File: config.mk
export PLATFORM = sky130hd
export DESIGN_NAME = imem_loader_flat
export DESIGN_NICKNAME = d
export VERILOG_FILES = /design/src/rtl/imem_loader_if.sv /design/src/rtl/imem_loader.sv /design/src/flat_wrapper.sv
export SDC_FILE = /design/constraint.sdc
export NUM_CORES = 1
export LEC_CHECK = 0
export ABC_AREA = 1
export ABC_CLOCK_PERIOD_IN_PS = 4500
export CAP_MARGIN = 40
export CORE_MARGIN = 2
export CORE_UTILIZATION = 53
export CTS_CLUSTER_SIZE = 30
export DETAILED_ROUTE_END_ITERATION = 12
export GPL_ROUTABILITY_DRIVEN = 0
export PLACE_DENSITY_LB_ADDON = 0.15
export REMOVE_ABC_BUFFERS = 1
export SLEW_MARGIN = 20
export SYNTH_ARGS = -nofsm -noshare
export SYNTH_HDL_FRONTEND = slang
export SYNTH_SLANG_ARGS = --single-unit
File: constraint.sdc
create_clock -name clk -period 4.5 [get_ports clk]
set_clock_uncertainty 0.1 [all_clocks]
set_input_delay 0.9 -clock clk [delete_from_list [all_inputs] [get_ports clk]]
set_output_delay 0.9 -clock clk [all_outputs]
set_load 0.01 [all_outputs]
File: src/rtl/imem_loader_if.sv
`default_nettype none
// ============================================================================
// Module      : imem_loader_if
// Description : Bundle of the byte-stream handshake, control/status and
//               instruction-memory write-port signals of imem_loader.
//               master : byte source / system side (drives start, in_byte,
//                        in_valid; observes everything else)
//               slave  : the loader itself
// Revision    : 1.0 - initial release
// ============================================================================
interface imem_loader_if;
    logic        start;
    logic [7:0]  in_byte;
    logic        in_valid;
    logic        in_ready;
    logic        wr_en;
    logic [31:0] wr_addr;
    logic [31:0] wr_data;
    logic        busy;
    logic        done;
    logic        cpu_hold;
    logic [7:0]  word_count;
    logic        error;

    modport master (
        output start, in_byte, in_valid,
        input  in_ready, wr_en, wr_addr, wr_data, busy, done, cpu_hold,
               word_count, error
    );

    modport slave (
        input  start, in_byte, in_valid,
        output in_ready, wr_en, wr_addr, wr_data, busy, done, cpu_hold,
               word_count, error
    );
endinterface
`default_nettype wire

File: src/rtl/imem_loader.sv
`default_nettype none
// ============================================================================
// Module      : imem_loader
// Description : Boot-time writer for the instruction memory. Receives a
//               header byte N followed by 4*N data bytes over a valid/ready
//               handshake, packs 4 bytes per word and issues single-cycle
//               word writes. The CPU is held out of fetch until the image
//               is complete. N=0 or N>DEPTH loads DEPTH words.
// Ports       : clk      - system clock, rising edge
//               reset    - synchronous active-high reset
//               bus      - imem_loader_if.slave (stream in, memory write
//                          port, busy/done/cpu_hold/word_count/error)
// Options     : `define IMEM_LOADER_CHECKSUM_EN adds a trailing modulo-256
//               checksum byte; a mismatch flags error and keeps cpu_hold.
//               Without it, error is tied low.
// Revision    : 1.0 - initial release
// ============================================================================
module imem_loader #(
    parameter int DEPTH      = 128,
    parameter bit BIG_ENDIAN = 1'b1
) (
    input  wire logic     clk,
    input  wire logic     reset,
    imem_loader_if.slave  bus
);

    localparam int         c_idx_w = $clog2(DEPTH);
    localparam logic [7:0] c_depth = 8'(DEPTH);

    typedef enum logic [2:0] {
        S_IDLE   = 3'd0,
        S_HEADER = 3'd1,
        S_DATA   = 3'd2,
        S_WRITE  = 3'd3,
        S_CHECK  = 3'd4,
        S_DONE   = 3'd5
    } state_t;

    state_t      r_state;
    logic        r_in_ready;
    logic        r_wr_en;
    logic [31:0] r_wr_addr;
    logic [31:0] r_wr_data;
    logic        r_busy;
    logic        r_done;
    logic        r_cpu_hold;
    logic [7:0]  r_word_count;
    logic [7:0]  r_target;
    logic [1:0]  r_byte_cnt;
    logic [31:0] r_asm;
`ifdef IMEM_LOADER_CHECKSUM_EN
    logic        r_error;
    logic [7:0]  r_sum;
`endif

    logic        w_xfer;
    logic [7:0]  w_target;
    logic [31:0] w_asm_next;
    logic [7:0]  w_count_inc;

    assign w_xfer      = bus.in_valid && r_in_ready;
    assign w_count_inc = r_word_count + 8'd1;

    // Header decode: zero and oversize both mean a full-depth image.
    always_comb begin
        w_target = bus.in_byte;
        if (bus.in_byte == 8'd0 || bus.in_byte > c_depth) begin
            w_target = c_depth;
        end
    end

    // Word assembler: after four shifts the first byte sits in [31:24]
    // (big endian) or [7:0] (little endian).
    always_comb begin
        if (BIG_ENDIAN) begin
            w_asm_next = {r_asm[23:0], bus.in_byte};
        end else begin
            w_asm_next = {bus.in_byte, r_asm[31:8]};
        end
    end

    always_ff @(posedge clk) begin
        if (reset) begin
            r_state      <= S_IDLE;
            r_in_ready   <= 1'b0;
            r_wr_en      <= 1'b0;
            r_wr_addr    <= '0;
            r_wr_data    <= '0;
            r_busy       <= 1'b0;
            r_done       <= 1'b0;
            r_cpu_hold   <= 1'b1;
            r_word_count <= '0;
            r_target     <= '0;
            r_byte_cnt   <= '0;
            r_asm        <= '0;
`ifdef IMEM_LOADER_CHECKSUM_EN
            r_error      <= 1'b0;
            r_sum        <= '0;
`endif
        end else begin
            case (r_state)
                // Start is only honoured when no load is running.
                S_IDLE, S_DONE: begin
                    if (bus.start) begin
                        r_state      <= S_HEADER;
                        r_in_ready   <= 1'b1;
                        r_busy       <= 1'b1;
                        r_done       <= 1'b0;
                        r_cpu_hold   <= 1'b1;
                        r_word_count <= '0;
                        r_byte_cnt   <= '0;
`ifdef IMEM_LOADER_CHECKSUM_EN
                        r_error      <= 1'b0;
                        r_sum        <= '0;
`endif
                    end
                end
                S_HEADER: begin
                    if (w_xfer) begin
                        r_target <= w_target;
                        r_state  <= S_DATA;
                    end
                end
                S_DATA: begin
                    if (w_xfer) begin
                        r_asm      <= w_asm_next;
                        r_byte_cnt <= r_byte_cnt + 2'd1;
`ifdef IMEM_LOADER_CHECKSUM_EN
                        r_sum      <= r_sum + bus.in_byte;
`endif
                        // Fourth byte: present the word next cycle and stall
                        // the stream for that one write cycle.
                        if (r_byte_cnt == 2'd3) begin
                            r_state    <= S_WRITE;
                            r_in_ready <= 1'b0;
                            r_wr_en    <= 1'b1;
                            r_wr_addr  <= {{(30 - c_idx_w){1'b0}},
                                           r_word_count[c_idx_w-1:0], 2'b00};
                            r_wr_data  <= w_asm_next;
                        end
                    end
                end
                S_WRITE: begin
                    r_wr_en      <= 1'b0;
                    r_word_count <= w_count_inc;
                    if (w_count_inc == r_target) begin
`ifdef IMEM_LOADER_CHECKSUM_EN
                        r_state    <= S_CHECK;
                        r_in_ready <= 1'b1;
`else
                        r_state    <= S_DONE;
                        r_done     <= 1'b1;
                        r_busy     <= 1'b0;
                        r_cpu_hold <= 1'b0;
`endif
                    end else begin
                        r_state    <= S_DATA;
                        r_in_ready <= 1'b1;
                    end
                end
`ifdef IMEM_LOADER_CHECKSUM_EN
                S_CHECK: begin
                    if (w_xfer) begin
                        r_state    <= S_DONE;
                        r_in_ready <= 1'b0;
                        r_done     <= 1'b1;
                        r_busy     <= 1'b0;
                        // A corrupt image is flagged but never released.
                        if (bus.in_byte == r_sum) begin
                            r_cpu_hold <= 1'b0;
                            r_error    <= 1'b0;
                        end else begin
                            r_error    <= 1'b1;
                        end
                    end
                end
`endif
                default: begin
                    r_state    <= S_IDLE;
                    r_in_ready <= 1'b0;
                    r_wr_en    <= 1'b0;
                    r_busy     <= 1'b0;
                end
            endcase
        end
    end

    assign bus.in_ready   = r_in_ready;
    assign bus.wr_en      = r_wr_en;
    assign bus.wr_addr    = r_wr_addr;
    assign bus.wr_data    = r_wr_data;
    assign bus.busy       = r_busy;
    assign bus.done       = r_done;
    assign bus.cpu_hold   = r_cpu_hold;
    assign bus.word_count = r_word_count;
`ifdef IMEM_LOADER_CHECKSUM_EN
    assign bus.error      = r_error;
`else
    assign bus.error      = 1'b0;
`endif

endmodule
`default_nettype wire

File: src/flat_wrapper.sv
// flat-port wrapper written by rule: the top's interface ports become plain ports
module imem_loader_flat 
#(
    parameter int DEPTH      = 128,
    parameter bit BIG_ENDIAN = 1'b1
)
  (clk, reset, bus_start, bus_in_byte, bus_in_valid, bus_in_ready, bus_wr_en, bus_wr_addr, bus_wr_data, bus_busy, bus_done, bus_cpu_hold, bus_word_count, bus_error);
  imem_loader_if bus_i ();
  input  wire logic clk;
  input  wire logic reset;
  input wire logic [$bits(bus_i.start)-1:0] bus_start;
  input wire logic [$bits(bus_i.in_byte)-1:0] bus_in_byte;
  input wire logic [$bits(bus_i.in_valid)-1:0] bus_in_valid;
  output wire logic [$bits(bus_i.in_ready)-1:0] bus_in_ready;
  output wire logic [$bits(bus_i.wr_en)-1:0] bus_wr_en;
  output wire logic [$bits(bus_i.wr_addr)-1:0] bus_wr_addr;
  output wire logic [$bits(bus_i.wr_data)-1:0] bus_wr_data;
  output wire logic [$bits(bus_i.busy)-1:0] bus_busy;
  output wire logic [$bits(bus_i.done)-1:0] bus_done;
  output wire logic [$bits(bus_i.cpu_hold)-1:0] bus_cpu_hold;
  output wire logic [$bits(bus_i.word_count)-1:0] bus_word_count;
  output wire logic [$bits(bus_i.error)-1:0] bus_error;
  assign bus_i.start = bus_start;
  assign bus_i.in_byte = bus_in_byte;
  assign bus_i.in_valid = bus_in_valid;
  assign bus_in_ready = bus_i.in_ready;
  assign bus_wr_en = bus_i.wr_en;
  assign bus_wr_addr = bus_i.wr_addr;
  assign bus_wr_data = bus_i.wr_data;
  assign bus_busy = bus_i.busy;
  assign bus_done = bus_i.done;
  assign bus_cpu_hold = bus_i.cpu_hold;
  assign bus_word_count = bus_i.word_count;
  assign bus_error = bus_i.error;
  imem_loader #(.DEPTH(DEPTH), .BIG_ENDIAN(BIG_ENDIAN)) u_core (.clk(clk), .reset(reset), .bus(bus_i));
endmodule
# Word level (Yosys, flattened, before mapping)
# Index checks and enable logic that the tools add are counted.
[op_classes]
n_eq_ne = 12
bitwise_logic = 3
n_reduce_logical = 19
order_cmp = 1
muxes = 26
n_addsub = 2
[op_table]
columns = ["op", "count"]
rows = [
  ["8-bit 2-to-1 mux", 2],
  ["8-bit case mux with 2 select lines", 1],
  ["3-bit 2-to-1 mux", 5],
  ["3-bit AND reduction", 5],
  ["3-bit case mux with 4 select lines", 1],
  ["1-bit 2-to-1 mux", 9],
  ["8-bit by 1-bit adder with 8-bit output, second input constant", 1],
  ["8-bit == test", 1],
  ["8-bit > comparator, second input constant", 1],
  ["8-bit zero test", 1],
  ["2-bit by 1-bit inequality test with 1-bit output, second input constant", 4],
  ["3-bit by 2-bit == test with 1-bit output, second input constant", 2],
  ["1-bit case mux with 2 select lines", 3],
  ["2-bit AND reduction", 3],
  ["5-bit AND reduction", 1],
  ["2-bit 2-to-1 mux", 2],
  ["2-bit inequality test, second input constant", 2],
  ["1-bit case mux with 4 select lines", 1],
  ["2-bit case mux with 2 select lines", 1],
  ["4-bit AND reduction", 1],
  ["2-bit nonzero test", 2],
  ["2-bit OR reduction", 2],
  ["3-bit by 1-bit == test with 1-bit output, second input constant", 1],
  ["3-bit == test, second input constant", 1],
  ["8 further kinds", 10],
]
[totals]
reg_bits = 89
out_inout_bits = 78
input_bits = 12

# Depth between registers and ports, before layout
# Gate-level depths: netlist (run 1).
[logic_depth]
ltp_word = 4
ltp_mapped = 14
depth_no_buf = 14

# Worst setup path before layout (run 1)
# Ideal clock, no wire load.
[synth_path]
path_type = "in2reg"
startpoint = "in bus_in_valid"
endpoint = "reg u_core.r_state[0]"
setup_ps = 131
t_required_ps = 4269
path_buffers = 0
path_stages = 6
t_arrival_ps = 1857
setup_slack_ps = 2412
path_cell_list = "nand2_1 -> o21ai_0 -> nand2_1 -> a21oi_1 -> or2_2 -> a21oi_2"
[synth_between]
elab_chain_len = 3
word_cells_on_any_way = 4
classes_between = "2 x eq/ne; 2 x reduce/logical"
[synth_rtl]
columns = ["item", "line", "rtl"]
rows = [
  ["start, declared", "flat_wrapper.sv:13", "input wire logic [$bits(bus_i.in_valid)-1:0] bus_in_valid;"],
  ["1-bit logical AND *", "imem_loader.sv:61", "assign w_xfer = bus.in_valid && r_in_ready;"],
  ["2-bit by 1-bit inequality test with 1-bit output (no source line)", "--", ""],
  ["4-bit AND reduction (no source line) *", "--", ""],
  ["end signal, assigned", "imem_loader.sv:84", "r_state <= S_IDLE;"],
  ["end signal, assigned", "imem_loader.sv:105", "r_state <= S_HEADER;"],
  ["end signal, assigned", "imem_loader.sv:121", "r_state <= S_DATA;"],
  ["end, declared", "imem_loader.sv:39", "state_t r_state;"],
]
# Mark *: on every way between the ends. The rest lies on a longest branch, timed or not.
# A chain may end at the register's enable or synchronous reset.

# Final worst setup path (run 1)
[layout_path]
startpoint = "in bus_in_valid"
endpoint = "reg u_core.r_wr_data[21], in the netlist u_core.bus.wr_data[21]"
[layout_between]
elab_chain_len = 2
[layout_rtl]
columns = ["item", "line", "rtl"]
rows = [
  ["1-bit logical AND", "imem_loader.sv:61", ""],
  ["3-bit AND reduction (no source line)", "--", ""],
  ["end signal, assigned", "imem_loader.sv:139", "r_wr_data <= w_asm_next;"],
  ["end, declared", "imem_loader.sv:43", "logic [31:0] r_wr_data;"],
]
# No other way between the ends.

==> metrics.md, run 1 <==
| Metric | Value |
|---|---|
| Cells after Synth | `roughly 520` |
| CP Launch Point | `bus_in_valid` |
| Cts repair resizes | `0` |
| Ys Warns | `0` |
| Clk sinks | `89` |
| Pleak | `about 1.9 nW` |
| Dominant cell by count in the synthesized netlist | `nand2_1` |
| WP data required | `4.65 ns` |
| Status | `completed` |
| Die area | `a little under 0.008 mm^2` |
| Slew headroom | `0.4615` |
| Worst r2r src | `u_core.r_state[1]$_SDFFE_PP0P_` |
| Initial antenna violation count | `0` |
| Port bufs | `63` |
| Total track usage | `0.2173` |
| Final total power | `1.814 mW` |
| Synthesized cell area | `between 0.003 and 0.004 mm^2` |
| Post-synth cell types | `31` |
| Top cells by area, synth | `dfxtp_1 46%, nand2_1 13%, a21oi_1 8.9%` |
| FF+latch count, synth | `89` |
| Average wire per standard cell | `around 12 um` |
| Endpoints failing setup | `0` |
| Hold-fix buffers at CTS | `0` |
| Antenna Nets Post-Route | `0` |
| CTS tree | `yes` |
| Finished Cell Area | `approximately 0.0046 mm^2` |
| Final worst path period share | `0.7272` |
| CP endpoint kind | `flop` |
| Vias per cell | `between 5 and 6` |
| Largest stage delay, worst path | `between 0.5 and 0.6 ns` |
| Async set-reset flop share out of synthesis | `0` |
| CTS Buffer Depth | `2` |
| Iter 0 DRT Violations | `approximately 250` |
| Multi-input logic area | `between 0.0015 and 0.002 mm^2` |
| Drt drc | `0` |
| Mean Syn Cell Area | `between 7 and 8 um^2` |
| Slowest CP cell | `nor2_4` |
| Share of layout cells above drive strength 1 | `0.05822` |
| Fin. max-slew vios | `0` |
| Tmin final | `about 3.3 ns` |
| Clock-pin slew on the worst setup and hold paths | `approximately 0.08 ns` |
| Ys flop type | `dfxtp_1` |
| Crit path to | `u_core.bus.wr_data[21]$_SDFFE_PP0P_` |
| # H-tree levels | `3` |
| Max-cap violation count | `0` |
| Worst-path cell chain | `clkdlybuf4s50_1 -> nand2_1 -> nor2_4 -> inv_2 -> nor2_8 -> inv_2 -> nor2_1 -> nor2_1` |
| Arr. time, crit path | `around 3.4 ns` |
| Cell taking the most area after synthesis | `dfxtp_1` |
| Cts bufs inserted | `9` |
| Critical setup path kind | `in2reg` |
| Number of flops mapped to enable cells by yosys | `0` |
| R2r worst-path depth | `9` |
| Synthesis-to-layout area growth | `21.19%` |
| Sequential fraction of the synthesis area | `0.4649` |
| Top-area cell type share of the netlist area | `0.4649` |
| # rows | `30` |
| Die height | `slightly below 90 um` |
| Initial Utilization | `0.5549` |
| Post-place setup slack | `around 0.85 ns` |
| Clock root cell | `clkbuf_8` |
| Cell family with most CP delay | `simple AND/OR/NAND/NOR gates` |
| Die width | `approximately 90 um` |
| Worst IR Drop VDD | `about 0.33 mV` |
| Fin Setup TNS | `0 ns` |
| I/O pins | `90` |
| Number of stages on the worst setup path | `8` |
| Seq. cell area | `0.001782 mm^2` |
| Antenna cells | `0` |
| Skew-Pair Late Insertion Delay | `roughly 0.35 ns` |
| Fill count | `between 500 and 600` |
| Worst slew pin tran | `a little over 0.8 ns` |
| Area after DPL | `roughly 0.0044 mm^2` |
| Startpoint type of the worst setup path | `primary input` |
| Unrepaired setup endpoints after global routing | `false` |
| Initial DRT Pass Iterations | `5` |
| Nets | `a little under 600` |
| Post-route setup slack | `between 1 and 1.5 ns` |
| Worst Hold Class | `reg2reg` |
| Largest net degree at the start of global routing | `57` |
| First-pass GRT wire length | `between 10 and 15 mm` |
| Critical path buffer and inverter count | `3` |
| Core area | `0.006907 mm^2` |
| Total Wirelength | `~8.4 mm` |
| Vias in the first global route | `3,092` |
| Vias after detailed routing | `3,486` |
| Total grt overflow | `0` |
| Number of setup buffers added after CTS | `0` |
| Max FO, Critical Path | `35` |
| HPWL after detailed placement | `~5.7 mm` |
| R2R setup slack | `1.67 ns` |
| PwrDens | `roughly 390 mW/mm^2` |
| Max Freq | `305.6 MHz` |
| Final Hold Viols | `0` |
| Commonest cells post-synth | `134 x nand2_1, 89 x dfxtp_1, 68 x a21oi_1` |
| Crit Reg-Reg Endpoint | `u_core.bus.wr_data[21]$_SDFFE_PP0P_` |
worst min-delay path, cell delays in order, from the launching register on:
cell	delay [ns]
dfxtp_1	0.31
nand2_1	0.06
a21oi_1	0.05
layout by cell type, fill, tap and decap left out, drive strengths merged, types with 4 or more instances in the layout:
cell             n
nor2            63
clkdlybuf4s50   62
o21ai           38
conb            26
nand3           32
a21oi           69
clkbuf          10
inv             35
dfxtp           89
buf              4
nand2          135
logic make-up after synthesis:
| logic type | synth area share |
|---|---|
| simple gates | 0.2631 |
| compound gates | 0.1512 |
| flops | 0.4649 |
| buf+inv | 0.1087 |
| xor+xnor | 0.004572 |
| fa+ha+maj | 0.006529 |
| other cells | 0.0009785 |
routing by layer:
metal,share of wire,global-route usage
met3,0.054,0.03047
met4,0.018,0.1004
met2,0.46,0.3453
met5,0,0
met1,0.47,0.2946
how the worst min path moves through the flow:
stage,start,end,slack [ns],cells past startpoint
after CTS,u_core.bus.wr_data[2]$_SDFFE_PP0P_,u_core.bus.wr_data[2]$_SDFFE_PP0P_,0.37,2
final,u_core.bus.wr_data[2]$_SDFFE_PP0P_,u_core.bus.wr_data[2]$_SDFFE_PP0P_,0.36,2
after global routing,u_core.bus.busy$_SDFFE_PP0P_,u_core.bus.busy$_SDFFE_PP0P_,0.38,2
after floorplan,u_core.r_asm[16]$_SDFFE_PP0P_,u_core.r_asm[16]$_SDFFE_PP0P_,0.34,2
after global placement,u_core.bus.cpu_hold$_SDFFE_PP1P_,u_core.bus.cpu_hold$_SDFFE_PP1P_,0.35,2
after detailed placement,u_core.bus.wr_data[9]$_SDFFE_PP0P_,u_core.bus.wr_data[9]$_SDFFE_PP0P_,0.35,2
where the power goes:
part           internal, mW  switching [mW]  leakage [nW]
logic                 0.124           0.242          1.06
registers             0.822          0.0292         0.718
clock network         0.315           0.282        0.0991
final cells by class:
| cell class | count | share of cell area |
|---|---|---|
| Multi-Input combinational cell | 379 | 0.3720 |
| Clock inverter | 6 | 0.01967 |
| Clock buffer | 10 | 0.02748 |
| Tap cell | 96 | 0.02586 |
| Timing Repair Buffer | 66 | 0.1439 |
| Inverter | 34 | 0.02748 |
| Sequential cell | 89 | 0.3836 |
sequential cells by signal, summed over array words and instances, names as in the netlist:
signal,flops
u_core.r_asm,24
u_core.bus.wr_en,1
u_core.r_byte_cnt,2
u_core.bus.done,1
u_core.r_state,3
u_core.bus.in_ready,1
u_core.bus.word_count,8
u_core.bus.wr_data,32
u_core.bus.wr_addr,7
u_core.bus.busy,1
u_core.r_target,8
u_core.bus.cpu_hold,1
through the flow:
| stage | instances | utilization | hold slack (ns) |
|---|---|---|---|
| final | 680 | 0.6725 | 0.3637 |
| after global routing | 680 | 0.6725 | 0.3843 |
| after CTS | 680 | 0.6725 | 0.3665 |
| after detailed placement | 664 | 0.6408 | 0.3522 |
| after global placement | 663 | 0.6368 | 0.3451 |
| after floorplan | 502 | - | 0.3353 |
(Power assumes the default switching activity.)
==> run 2: changes to the inputs <==
--- a/config.mk
+++ b/config.mk
@@ -6,10 +6,10 @@
 export NUM_CORES = 1
 export LEC_CHECK = 0
 export ABC_AREA = 1
-export ABC_CLOCK_PERIOD_IN_PS = 4500
+export ABC_CLOCK_PERIOD_IN_PS = 3300
 export CAP_MARGIN = 40
 export CORE_MARGIN = 2
-export CORE_UTILIZATION = 53
+export CORE_UTILIZATION = 50
 export CTS_CLUSTER_SIZE = 30
 export DETAILED_ROUTE_END_ITERATION = 12
 export GPL_ROUTABILITY_DRIVEN = 0
==> constraint.sdc (replaced) <==
create_clock -name clk -period 3.3 [get_ports clk]
set_clock_uncertainty 0.1 [all_clocks]
set_input_delay 0.66 -clock clk [delete_from_list [all_inputs] [get_ports clk]]
set_output_delay 0.66 -clock clk [all_outputs]
set_load 0.01 [all_outputs]
==> metrics.md, run 2 (same netlist as run 1, synthesis figures left out) <==
| Metric | Value |
|---|---|
| Final Hold Viols | `0 (unchanged)` |
| Largest stage delay, worst path | `0.46 ns (-0.05 ns)` |
| Total grt overflow | `0 (unchanged)` |
| Worst r2r src | `u_core.r_state[1]$_SDFFE_PP0P_` |
| Int Pwr | `1.667 mW (+32%)` |
| CP Launch Point | `bus_in_valid` |
| Iter 0 DRT Violations | `148 (-41%)` |
| Worst IR Drop VDD | `0.3208 mV (-3.0%)` |
| Beginning of the worst hold path | `u_core.bus.done$_SDFFE_PP0P_` |
| Port bufs | `63 (unchanged)` |
| Slew headroom | `0.6086 (+0.1470)` |
| Clock root cell | `clkbuf_8` |
| Seq. cell area | `0.001782 mm^2 (unchanged)` |
| Max Freq | `420.7 MHz` |
| Reg power frac | `0.473 (+0.004)` |
| I/O pins | `90 (unchanged)` |
| Number of setup buffers added after CTS | `0 (unchanged)` |
| Max FO, Critical Path | `35 (unchanged)` |
| Worst Hold Class | `reg2reg` |
| Cts repair resizes | `0 (unchanged)` |
| Total Wirelength | `8.385 mm (+0.32%)` |
| Unrepaired setup endpoints after global routing | `false` |
| R2R setup slack | `1.21 ns (-0.46 ns)` |
| Fin Setup TNS | `0 ns (unchanged)` |
| Cts bufs inserted | `9 (unchanged)` |
| Nets | `595 (+0.34%)` |
| Final worst path period share | `0.7204` |
| Core area | `0.007331 mm^2 (+6.1%)` |
| # H-tree levels | `3 (unchanged)` |
| Synthesis-to-layout area growth | `21.68%` |
| Initial DRT Pass Iterations | `4 (-1)` |
| CTS Buffer Depth | `2 (unchanged)` |
| # rows | `31 (+3.3%)` |
| Endpoints failing setup | `0 (unchanged)` |
| Tmin final | `2.377 ns` |
| Startpoint type of the worst setup path | `primary input` |
| Average wire per standard cell | `12.24 um (-0.41%)` |
| PwrDens | `525.7 mW/mm^2 (+35%)` |
| Critical path buffer and inverter count | `3 (unchanged)` |
| Hold-fix buffers at CTS | `0 (unchanged)` |
| Clock network power share | `0.327 (-0.002)` |
| Die height | `91.55 um (+2.8%)` |
| CP endpoint kind | `flop` |
| WHS Endpoint | `u_core.bus.done$_SDFFE_PP0P_` |
| Multi-input logic area | `0.001728 mm^2 (unchanged)` |
| Skew-Pair Late Insertion Delay | `0.36 ns (about the same)` |
| Slowest CP cell | `inv_2` |
| Drt drc | `0 (unchanged)` |
| Fin. max-slew vios | `0 (unchanged)` |
| Initial Utilization | `0.5228 (-0.03211)` |
| CTS tree | `yes` |
| Worst slew pin tran | `0.5872 ns (-0.2176 ns)` |
| Switching share of power | `0.3201 (+0.01520)` |
| Commonest non-fill, non-tap cells in the layout | `134 x nand2_1, 89 x dfxtp_1, 68 x a21oi_1` |
| Max-cap violation count | `0 (unchanged)` |
| Initial antenna violation count | `0 (unchanged)` |
| Clock-pin slew on the worst setup and hold paths | `0.09 ns (about the same)` |
| Largest net degree at the start of global routing | `56 (-1.8%)` |
| Vias in the first global route | `3,173 (+2.6%)` |
| WHS Path Cells | `2 (unchanged)` |
| Die width | `91.55 um (+2.8%)` |
| Worst-path cell chain | `clkdlybuf4s50_1 -> nand2_1 -> nor2_4 -> inv_2 -> nor2_8 -> inv_2 -> nand2_1 -> a21oi_1` |
| Cell family with most CP delay | `buffers and inverters` |
| Fill count | `651 (+12%)` |
| Max reg flops | `32 (unchanged)` |
| Number of stages on the worst setup path | `8 (unchanged)` |
| R2r worst-path depth | `9 (unchanged)` |
| Share of layout cells above drive strength 1 | `0.06314 (+0.004921)` |
| Vias after detailed routing | `3,409 (-2.2%)` |
| Critical setup path kind | `in2reg` |
| Antenna Nets Post-Route | `0 (unchanged)` |
| Vias per cell | `4.977 (-2.9%)` |
| Die area | `0.008381 mm^2 (+5.7%)` |
| Status | `completed` |
| Clk sinks | `89 (unchanged)` |
| Crit Reg-Reg Endpoint | `u_core.bus.wr_data[12]$_SDFFE_PP0P_` |
| Arr. time, crit path | `2.56 ns (-0.86 ns)` |
| Comb pwr share | `0.200 (-0.002)` |
| Antenna cells | `0 (unchanged)` |
| Commonest non-fill, non-tap cell in the layout | `nand2_1` |
| Pleak | `1.898 nW (+1.2%)` |
| Post-Place Cells | `669 (+0.75%)` |
| Total track usage | `0.2123 (-0.005079)` |
| First-pass GRT wire length | `14.66 mm (+7.5%)` |
| Sw power | `784.6 uW (+42%)` |
| Final non-filler cell total | `685 (+0.74%)` |
| HPWL after detailed placement | `5.752 mm (+1.1%)` |
| Utilization after layout | `0.6361 (-0.03635)` |
| WP data required | `3.48 ns (-1.17 ns)` |
run 2: cell count changes in the layout (fill, tap and decap cells not counted), sizes merged:
cell,delta
clkbuf,-1
buf,+2
clkinv,+2
inv,+3
clkinvlp,-3
bufinv,-1
run 2: power groups by stage:
stage	Combinational, mW	Clock (mW)	Sequential (mW)
CTS	0.490	0.822	1.16
finish	0.490	0.802	1.16
global placement	0.470	0	1.18
global route	0.559	0.872	1.17
floorplan	0.337	0	1.18
detailed placement	0.484	0	1.18
run 2: stage by stage:
step	setup slack, ns	instance area, um^2	power [mW]	hold WS (ns)
2_1_floorplan	0.8599	3637	1.521	0.3353
6_report	0.9228	4663	2.451	0.3690
4_1_cts	0.9217	4663	2.472	0.3704
3_3_place_gp	0.6260	4417	1.653	0.3460
5_1_grt	0.7250	4663	2.600	0.3931
3_5_place_dp	0.5474	4444	1.669	0.3463
run 2: worst max path at each step:
| stage | end | slack, ns |
|---|---|---|
| global route | u_core.bus.wr_data[1]$_SDFFE_PP0P_ | 0.72 |
| floorplan | u_core.bus.wr_addr[3]$_SDFFE_PP0P_ | 0.86 |
| detailed placement | u_core.bus.wr_data[8]$_SDFFE_PP0P_ | 0.55 |
| CTS | u_core.bus.wr_data[8]$_SDFFE_PP0P_ | 0.92 |
| global placement | u_core.bus.wr_data[10]$_SDFFE_PP0P_ | 0.63 |
| finish | u_core.bus.wr_data[8]$_SDFFE_PP0P_ | 0.92 |
run 2: final cells by class:
| cell class | instances | area share |
|---|---|---|
| Sequential cell | 89 | 0.3821 |
| Clock buffer | 9 | 0.02656 |
| Timing Repair Buffer | 68 | 0.1465 |
| Multi-Input combinational cell | 379 | 0.3705 |
| Clock inverter | 7 | 0.02039 |
| Inverter | 34 | 0.02737 |
| Tap cell | 99 | 0.02656 |
run 2: per-layer routing:
| layer | up-vias | global-route usage | routed length, um |
|---|---|---|---|
| met5 | - | 0 | 0 |
| met4 | 0 | 0.09975 | 200 |
| met3 | 18 | 0.03402 | 405 |
| met2 | 110 | 0.3395 | 3807 |
| met1 | 1523 | 0.2797 | 3972 |
| li1 | 1758 | - | - |
run 2: worst register-to-register path, stage by stage (launching register included):
cell	delay, ns
dfxtp_1	0.37
inv_1	0.10
nor3_4	0.21
inv_2	0.09
nor2_4	0.10
inv_2	0.20
nor2_8	0.27
inv_2	0.29
nor2_1	0.20
nor2_1	0.07
